<file path="src/rtl/imem_loader.sv">
// imem_loader: streams a program byte-by-byte into the instruction memory
// write port from address 0. The processor is held in reset while loading
// and released once the final byte has been written.
module imem_loader #(
    parameter int ADDR_WIDTH = 12,
    parameter int MAX_WORDS  = 1024
) (
    input  logic                  clk,
    input  logic                  rst,
    input  logic                  start,
    input  logic [ADDR_WIDTH-2:0] len_words,
    input  logic                  in_valid,
    input  logic [7:0]            in_data,
    output logic                  in_ready,
    output logic                  mem_we,
    output logic [ADDR_WIDTH-1:0] mem_addr,
    output logic [7:0]            mem_wdata,
    output logic                  cpu_rst,
    output logic                  busy,
    output logic                  done,
    output logic                  error,
    output logic [7:0]            checksum
);

    localparam logic [ADDR_WIDTH-2:0] MAX_LEN = (ADDR_WIDTH-1)'(MAX_WORDS);
    localparam logic [ADDR_WIDTH:0]   ONE     = (ADDR_WIDTH+1)'(1);

    typedef enum logic [1:0] {IDLE, LOAD, DRAIN, RUN} state_t;

    state_t                state_q, state_d;
    // Byte counter and total carry one extra bit so a full 2^ADDR_WIDTH
    // byte load can be counted without the address ever wrapping.
    logic [ADDR_WIDTH:0]   cnt_q, cnt_d;
    logic [ADDR_WIDTH:0]   total_q, total_d;
    logic                  mem_we_q, mem_we_d;
    logic [ADDR_WIDTH-1:0] mem_addr_q, mem_addr_d;
    logic [7:0]            mem_wdata_q, mem_wdata_d;
    logic                  done_q, done_d;
    logic                  error_q, error_d;
    logic [7:0]            checksum_q, checksum_d;

    logic start_window;
    logic len_legal;
    logic start_ok;
    logic start_bad;
    logic accept;
    logic last_byte;

    // Start is only honoured outside an active load; the length is validated here.
    always_comb begin
        start_window = (state_q == IDLE) || (state_q == RUN);
        len_legal    = (len_words != '0) && (len_words <= MAX_LEN);
        start_ok     = start && start_window && len_legal;
        start_bad    = start && start_window && !len_legal;
        accept       = (state_q == LOAD) && in_valid;
        last_byte    = accept && (cnt_q == total_q - ONE);
    end

    // State and datapath registers, asynchronously reset to the idle state.
    always_ff @(posedge clk or posedge rst) begin
        if (rst) begin
            state_q     <= IDLE;
            cnt_q       <= '0;
            total_q     <= '0;
            mem_we_q    <= 1'b0;
            mem_addr_q  <= '0;
            mem_wdata_q <= '0;
            done_q      <= 1'b0;
            error_q     <= 1'b0;
            checksum_q  <= '0;
        end else begin
            state_q     <= state_d;
            cnt_q       <= cnt_d;
            total_q     <= total_d;
            mem_we_q    <= mem_we_d;
            mem_addr_q  <= mem_addr_d;
            mem_wdata_q <= mem_wdata_d;
            done_q      <= done_d;
            error_q     <= error_d;
            checksum_q  <= checksum_d;
        end
    end

    // Next-state logic: load on a legal start, drain the last write, then run.
    always_comb begin
        state_d = state_q;
        unique case (state_q)
            IDLE:    if (start_ok)  state_d = LOAD;
            LOAD:    if (last_byte) state_d = DRAIN;
            DRAIN:                  state_d = RUN;
            RUN:     if (start_ok)  state_d = LOAD;
            default:                state_d = IDLE;
        endcase
    end

    // Datapath: count and checksum accepted bytes, register the write one cycle later.
    always_comb begin
        cnt_d       = cnt_q;
        total_d     = total_q;
        checksum_d  = checksum_q;
        mem_we_d    = accept;
        mem_addr_d  = mem_addr_q;
        mem_wdata_d = mem_wdata_q;
        if (start_ok) begin
            cnt_d      = '0;
            total_d    = {len_words, 2'b00};
            checksum_d = '0;
        end else if (accept) begin
            cnt_d      = cnt_q + ONE;
            checksum_d = checksum_q ^ in_data;
        end
        if (accept) begin
            mem_addr_d  = cnt_q[ADDR_WIDTH-1:0];
            mem_wdata_d = in_data;
        end
        // The DRAIN->RUN edge is the only place done can fire, and start is
        // not evaluated in DRAIN, so done and error can never coincide.
        done_d  = (state_q == DRAIN);
        error_d = start_bad;
    end

    // Output decode: handshake, busy and processor reset follow the state alone.
    always_comb begin
        in_ready  = (state_q == LOAD);
        busy      = (state_q == LOAD) || (state_q == DRAIN);
        cpu_rst   = (state_q != RUN);
        mem_we    = mem_we_q;
        mem_addr  = mem_addr_q;
        mem_wdata = mem_wdata_q;
        done      = done_q;
        error     = error_q;
        checksum  = checksum_q;
    end

endmodule

</file>
<file path="config.mk">
export PLATFORM = sky130hd
export DESIGN_NAME = imem_loader
export DESIGN_NICKNAME = d
export VERILOG_FILES = /design/src/rtl/imem_loader.sv
export SDC_FILE = /design/constraint.sdc
export NUM_CORES = 1
export LEC_CHECK = 0
export CAP_MARGIN = 10
export CORE_UTILIZATION = 61
export CTS_CLUSTER_SIZE = 25
export DETAILED_ROUTE_END_ITERATION = 6
export DONT_BUFFER_PORTS = 1
export MAX_ROUTING_LAYER = met4
export PLACE_DENSITY = 0.77
export SYNTH_ARGS = -nofsm -noshare
export SYNTH_HDL_FRONTEND = slang
export SYNTH_SLANG_ARGS = --single-unit
</file>
<file path="constraint.sdc">
create_clock -name clk -period 3.6 [get_ports clk]
set_clock_uncertainty 0.1 [all_clocks]
set_input_delay 0.36 -clock clk [delete_from_list [all_inputs] [get_ports clk]]
set_output_delay 0.36 -clock clk [all_outputs]
set_load 0.005 [all_outputs]
</file>
Word-level counts from Yosys, hierarchy flattened
Cells that the tools add are included.
{"block": "word_totals", "word_cells": 41, "register_bits": 57, "inputBits": 23, "output_inout_bits": 34}
{"block": "classes", "addsub": 2, "order_cmp": 1, "reduce_logical": 14, "eq_ne": 7, "muxes": 7, "bitwise": 1}
{"operator": "13-bit two-way mux", "count": 2}
{"operator": "8-bit two-way mux", "count": 2}
{"operator": "13-bit by 1-bit adder with 13-bit output, second input constant", "count": 1}
{"operator": "13-bit equality test", "count": 1}
{"operator": "13-bit by 1-bit subtractor with 13-bit output, second input constant", "count": 1}
{"operator": "11-bit less-or-equal comparator, second input constant", "count": 1}
{"operator": "11-bit nonzero test", "count": 1}
{"operator": "8-bit XOR", "count": 1}
{"operator": "1-bit logical AND", "count": 6}
{"operator": "2-bit case mux with 3 select lines", "count": 1}
{"operator": "2-bit equality test, second input constant", "count": 2}
{"operator": "2-bit two-way mux", "count": 2}
{"operator": "2-bit by 1-bit != test with 1-bit output, second input constant", "count": 2}
{"operator": "2-bit by 1-bit equality test with 1-bit output, second input constant", "count": 1}
{"operator": "2-bit logical NOT", "count": 1}
{"operator": "1-bit logical OR", "count": 2}
{"operator": "2-bit != test, second input constant", "count": 1}
{"operator": "2-bit AND reduction", "count": 1}
{"operator": "2-bit nonzero test", "count": 1}
{"operator": "2-bit OR reduction", "count": 1}
{"operator": "1-bit logical NOT", "count": 1}

Depth between registers and ports, before layout
{"block": "logic_depth", "word_depth": 6, "depth_mapped": 9, "ltp_nobuf": 9}

Worst setup path before layout
OpenSTA, ideal clock, no wires.
{"block": "synth_path", "path_type": "register to register", "startpoint": "register total_q[2]", "endpoint": "register state_q[1]", "path_stages_with_launch": 9, "arrival_time_ps": 2082, "synth_period_minus_slack_ps": 2319, "t_required_ps": 3362, "path_buffers": 1, "setup_time_ps": 138, "path_slack_ps": 1281, "path_cell_list": "dfrtp_1 -> inv_1 -> ha_1 -> buf_4 -> or4b_4 -> o41a_1 -> or2_1 -> a41oi_1 -> o221ai_1"}
{"block": "synth_via", "elab_chain_cells": 5}
{"item": "from (decl)", "line_no": "34", "rtl": "logic [ADDR_WIDTH:0] total_q, total_d;"}
{"item": "from (signal assigned)", "line_no": "74", "rtl": "total_q <= total_d;"}
{"item": "13-bit by 1-bit subtractor with 13-bit output", "line_no": "56", "rtl": "last_byte = accept && (cnt_q == total_q - ONE);"}
{"item": "13-bit equality test", "line_no": "56"}
{"item": "1-bit logical AND", "line_no": "56"}
{"item": "2-bit by 1-bit != test with 1-bit output (no source line)"}
{"item": "2-bit AND reduction (no source line)"}
{"item": "to (signal assigned)", "line_no": "72", "rtl": "state_q <= state_d;"}
{"item": "to (decl)", "line_no": "30", "rtl": "state_t state_q, state_d;"}
Every way passes these cells.
A chain may end at the register's enable or synchronous reset.

Worst setup path after layout
{"block": "layout_path", "startpoint": "register total_q[2]", "endpoint": "register state_q[0]"}
The elaborated chain is that of the path after synthesis.

==> metrics.md <==
| Metric | Value |
|---|---|
| Core Area | 4414 um2 |
| Crit path DAT | about 2.8 ns |
| Die ar. | approximately 5000 um2 |
| Detailed-route vias per instance | 5.735 |
| Slew headroom | 32.34% |
| R2r setup slk | 0.92 ns |
| Grt ovf | 0 |
| RSZ-0062 raised after global routing | no |
| Setup_tns | 0 ns |
| Depth of the worst register-to-register path | 8 |
| Drt first pass iters | 4 |
| Ys async rst share | between 90% and 100% |
| Reg-to-reg critical path startpoint | total_q[2] |
| DIE WIDTH | 70.42 um |
| Num CTS Buffers | 9 |
| All-Layer GR Usage | 26.88% |
| Cell Rows | 24 |
| Worst IR drop on VDD | 0.4310 mV |
| Most frequent cells in the layout | 73 x nand2_1, 57 x dfrtp_1, 30 x nor2_1 |
| CP Cell Sequence | inv_1 > ha_1 > or4b_4 > nor4b_1 > o32ai_1 > a31oi_1 > a31o_1 > mux2i_1 |
| Vias in the first global route | approximately 2.1k |
| Synth Net Count | around 330 |
| Critical Path End | state_q[0] |
| Post-synthesis compound-gate area fraction | 6.573% |
| Fin crit period | roughly 2.7 ns |
| Share of cells above drive strength 1 | approximately 8.8% |
| I/O pin cnt | 57 |
| Slew @ Worst Pin | about 1.0 ns |
| Final Hold Violating Endpoints | 0 |
| Biggest area consumer among synthesized cells | dfrtp_1 |
| Wirelength per Cell | 15.60 um |
| Fill cells | approximately 340 |
| Post-CTS Hold Fix Bufs | 0 |
| First-pass GRT wire length | 9.853 mm |
| Clock buffer depth | 2 |
| DRT antenna net count | 0 |
| Cells after Synth | just over 300 |
| CTS tree | done |
| Synthesized area per cell | 9.454 um2 |
| Routed WL | around 5.6 mm |
| Worst hold path type | in -> async |
| Tot Pwr | 2315 uW |
| # DRC | 0 |
| Max H-tree Level | 3 |
| Effective utilization at floorplan | 64.68% |
| Final instance area | ~3100 um2 |
| Setup Crit Path Kind | reg -> reg |
| Final nets | 333 |
| CP max stage cell | or4b_4 |
| EDFF count, synth | 0 |
| Max Cap Viol | 0 |
| PwrDens | 753.4 nW/um2 |
| Register area | 1426 um2 |
| Mux share of post-synthesis cell area | 3.900% |
| Largest family of logic cells by synthesized area | simple AND/OR/NAND/NOR gates |
| CTS Sinks | 57 |
| Post-route clock period utilization | 74.46% |
| Highest Clock Rate | 373.0 MHz |
| Worst-skew pair later-pin latency | 0.33 ns |
| Initial antenna violation count | 0 |
| FF-to-FF End | state_q[0] |
| Final setup fails | 0 |
| Detailed placement HPWL | slightly below 4 mm |
| Worst-path maximum fanout | 8 |
| CP endpoint kind | flip-flop |
| Simple-gate portion of the synthesized area | between 20 and 25% |
| XOR/XNOR share of the synthesized area | 10.12% |
| # diodes | 0 |
| Mapped cell area | approximately 2900 um2 |
| First-iteration detailed-routing DRC count | 123 |
| Number of synthesized register bits | 57 |
| CP Data Required Time | 3.76 ns |
| Multi-input logic area | 1320 um2 |
| Post-synth cell types | 46 |
| Vias | between 2k and 2.5k |
| CP max stage delay | 0.54 ns |
| P_leak | 0.001553 uW |
| Synth top area share | 49.96% |
| Synth warn | 0 |
| Status | finished, final reports clean |
| CTS resizes | 0 |
| Largest net degree at the start of global routing | 52 |
| Worst setup SP type | flip-flop |
| Area delta synth->final | 7.625% |
| Port Buf Inserts | 0 |
| Clk slew on worst S/H paths | ~0.060 ns |
| Placed Area | 2890 um2 |
| Setup crit start | total_q[2] |
| Post-CTS Setup Bufs | 0 |
| Area contributors post-synth | dfrtp_1 50%, nand2_1 9.6%, xor2_1 7.1% |
| Gpl congestion | 0.9030 |
| Synth Flop Type | dfrtp_1 |
| Post-Synth Adder-Cell Area | 2.629% |
| Root buffer cell | clkbuf_8 |
| Final Slew Violations | 0 |
| Die Y | 70.42 um |
| Sequential share of the synthesized area | 49.96% |
| Commonest non-fill, non-tap cell in the layout | nand2_1 |
-- power breakdown --
| part | internal (uW) | switching, uW |
|---|---|---|
| Sequential | 830 | 214 |
| Clock | 326 | 237 |
| Combinational | 318 | 390 |
-- synth_stat cells, types with 5 or more instances --
library cell   n
nand3_1        8
inv_1         11
clkbuf_1       7
a21oi_1        5
xnor2_1       10
ha_1           6
and3_1         8
dfrtp_1       57
xor2_1        23
mux2_1         5
nor2_1        30
nand2_1       73
-- worst max-delay path, delay by kind of cell, from the launching register on --
kind                       cells  cell delay, ns
muxes                          1            0.18
AOI/OAI and AO/OA              3            0.49
buffers and inverters          1            0.09
adders and majority gates      1            0.34
and+or+nand+nor                2            0.98
DFF                            1            0.42
-- per-stage QoR --
stage,hold WS (ns),instances,util [%],worst slack (ns)
2_1_floorplan,0.3699,302,-,1.281
3_3_place_gp,0.3839,345,65.48,0.9542
4_1_cts,0.04168,359,69.61,0.9631
6_report,0.04344,359,69.61,0.9194
3_5_place_dp,0.3898,345,65.48,0.9163
5_1_grt,0.03871,359,69.61,0.6311
-- logic make-up after synthesis --
family / after synthesis
adder cells (fa/ha/maj): 6
buffers and inverters: 25
AO/OA/AOI/OAI: 27
AND/OR/NAND/NOR: 145
XOR/XNOR: 33
multiplexers: 9
flip-flops: 57
-- cell type report --
type | count | share of cell area, %
Sequential cell | 57 | 46.42
Multi-Input combinational cell | 220 | 42.96
Tap cell | 52 | 2.117
Timing Repair Buffer | 5 | 1.221
Inverter | 11 | 1.344
Clock buffer | 10 | 4.479
Clock inverter | 4 | 1.466
-- worst min path at each step --
stage	start	slack, ns	endpoint
finish	rst	0.04	mem_wdata[1]
global route	len_words[5]	0.04	total_q[7]
CTS	len_words[9]	0.04	total_q[11]
detailed placement	mem_addr[3]	0.39	mem_addr[3]
global placement	mem_addr[4]	0.38	mem_addr[4]
floorplan	mem_addr[1]	0.37	mem_addr[1]
-- routing by layer --
layer / vias up / global-route usage (%) / wire (um) / part of all wire [%]
li1: 1002 / - / - / -
met1: 991 / 36.55 / 2655 / 47
met2: 56 / 38.20 / 2558 / 46
met3: 10 / 9.668 / 321 / 5.7
met4: 0 / 7.333 / 67 / 1.2
met5: - / - / 0 / 0
-- flip-flops by register name, indices dropped and copies added (netlist names) --
register and cells:
checksum 8, cnt_q 13, total_q 11, done 1, mem_addr 12, mem_we 1
mem_wdata 8, state_q 2, error 1
Note: power is estimated with default switching activity, not from simulation.
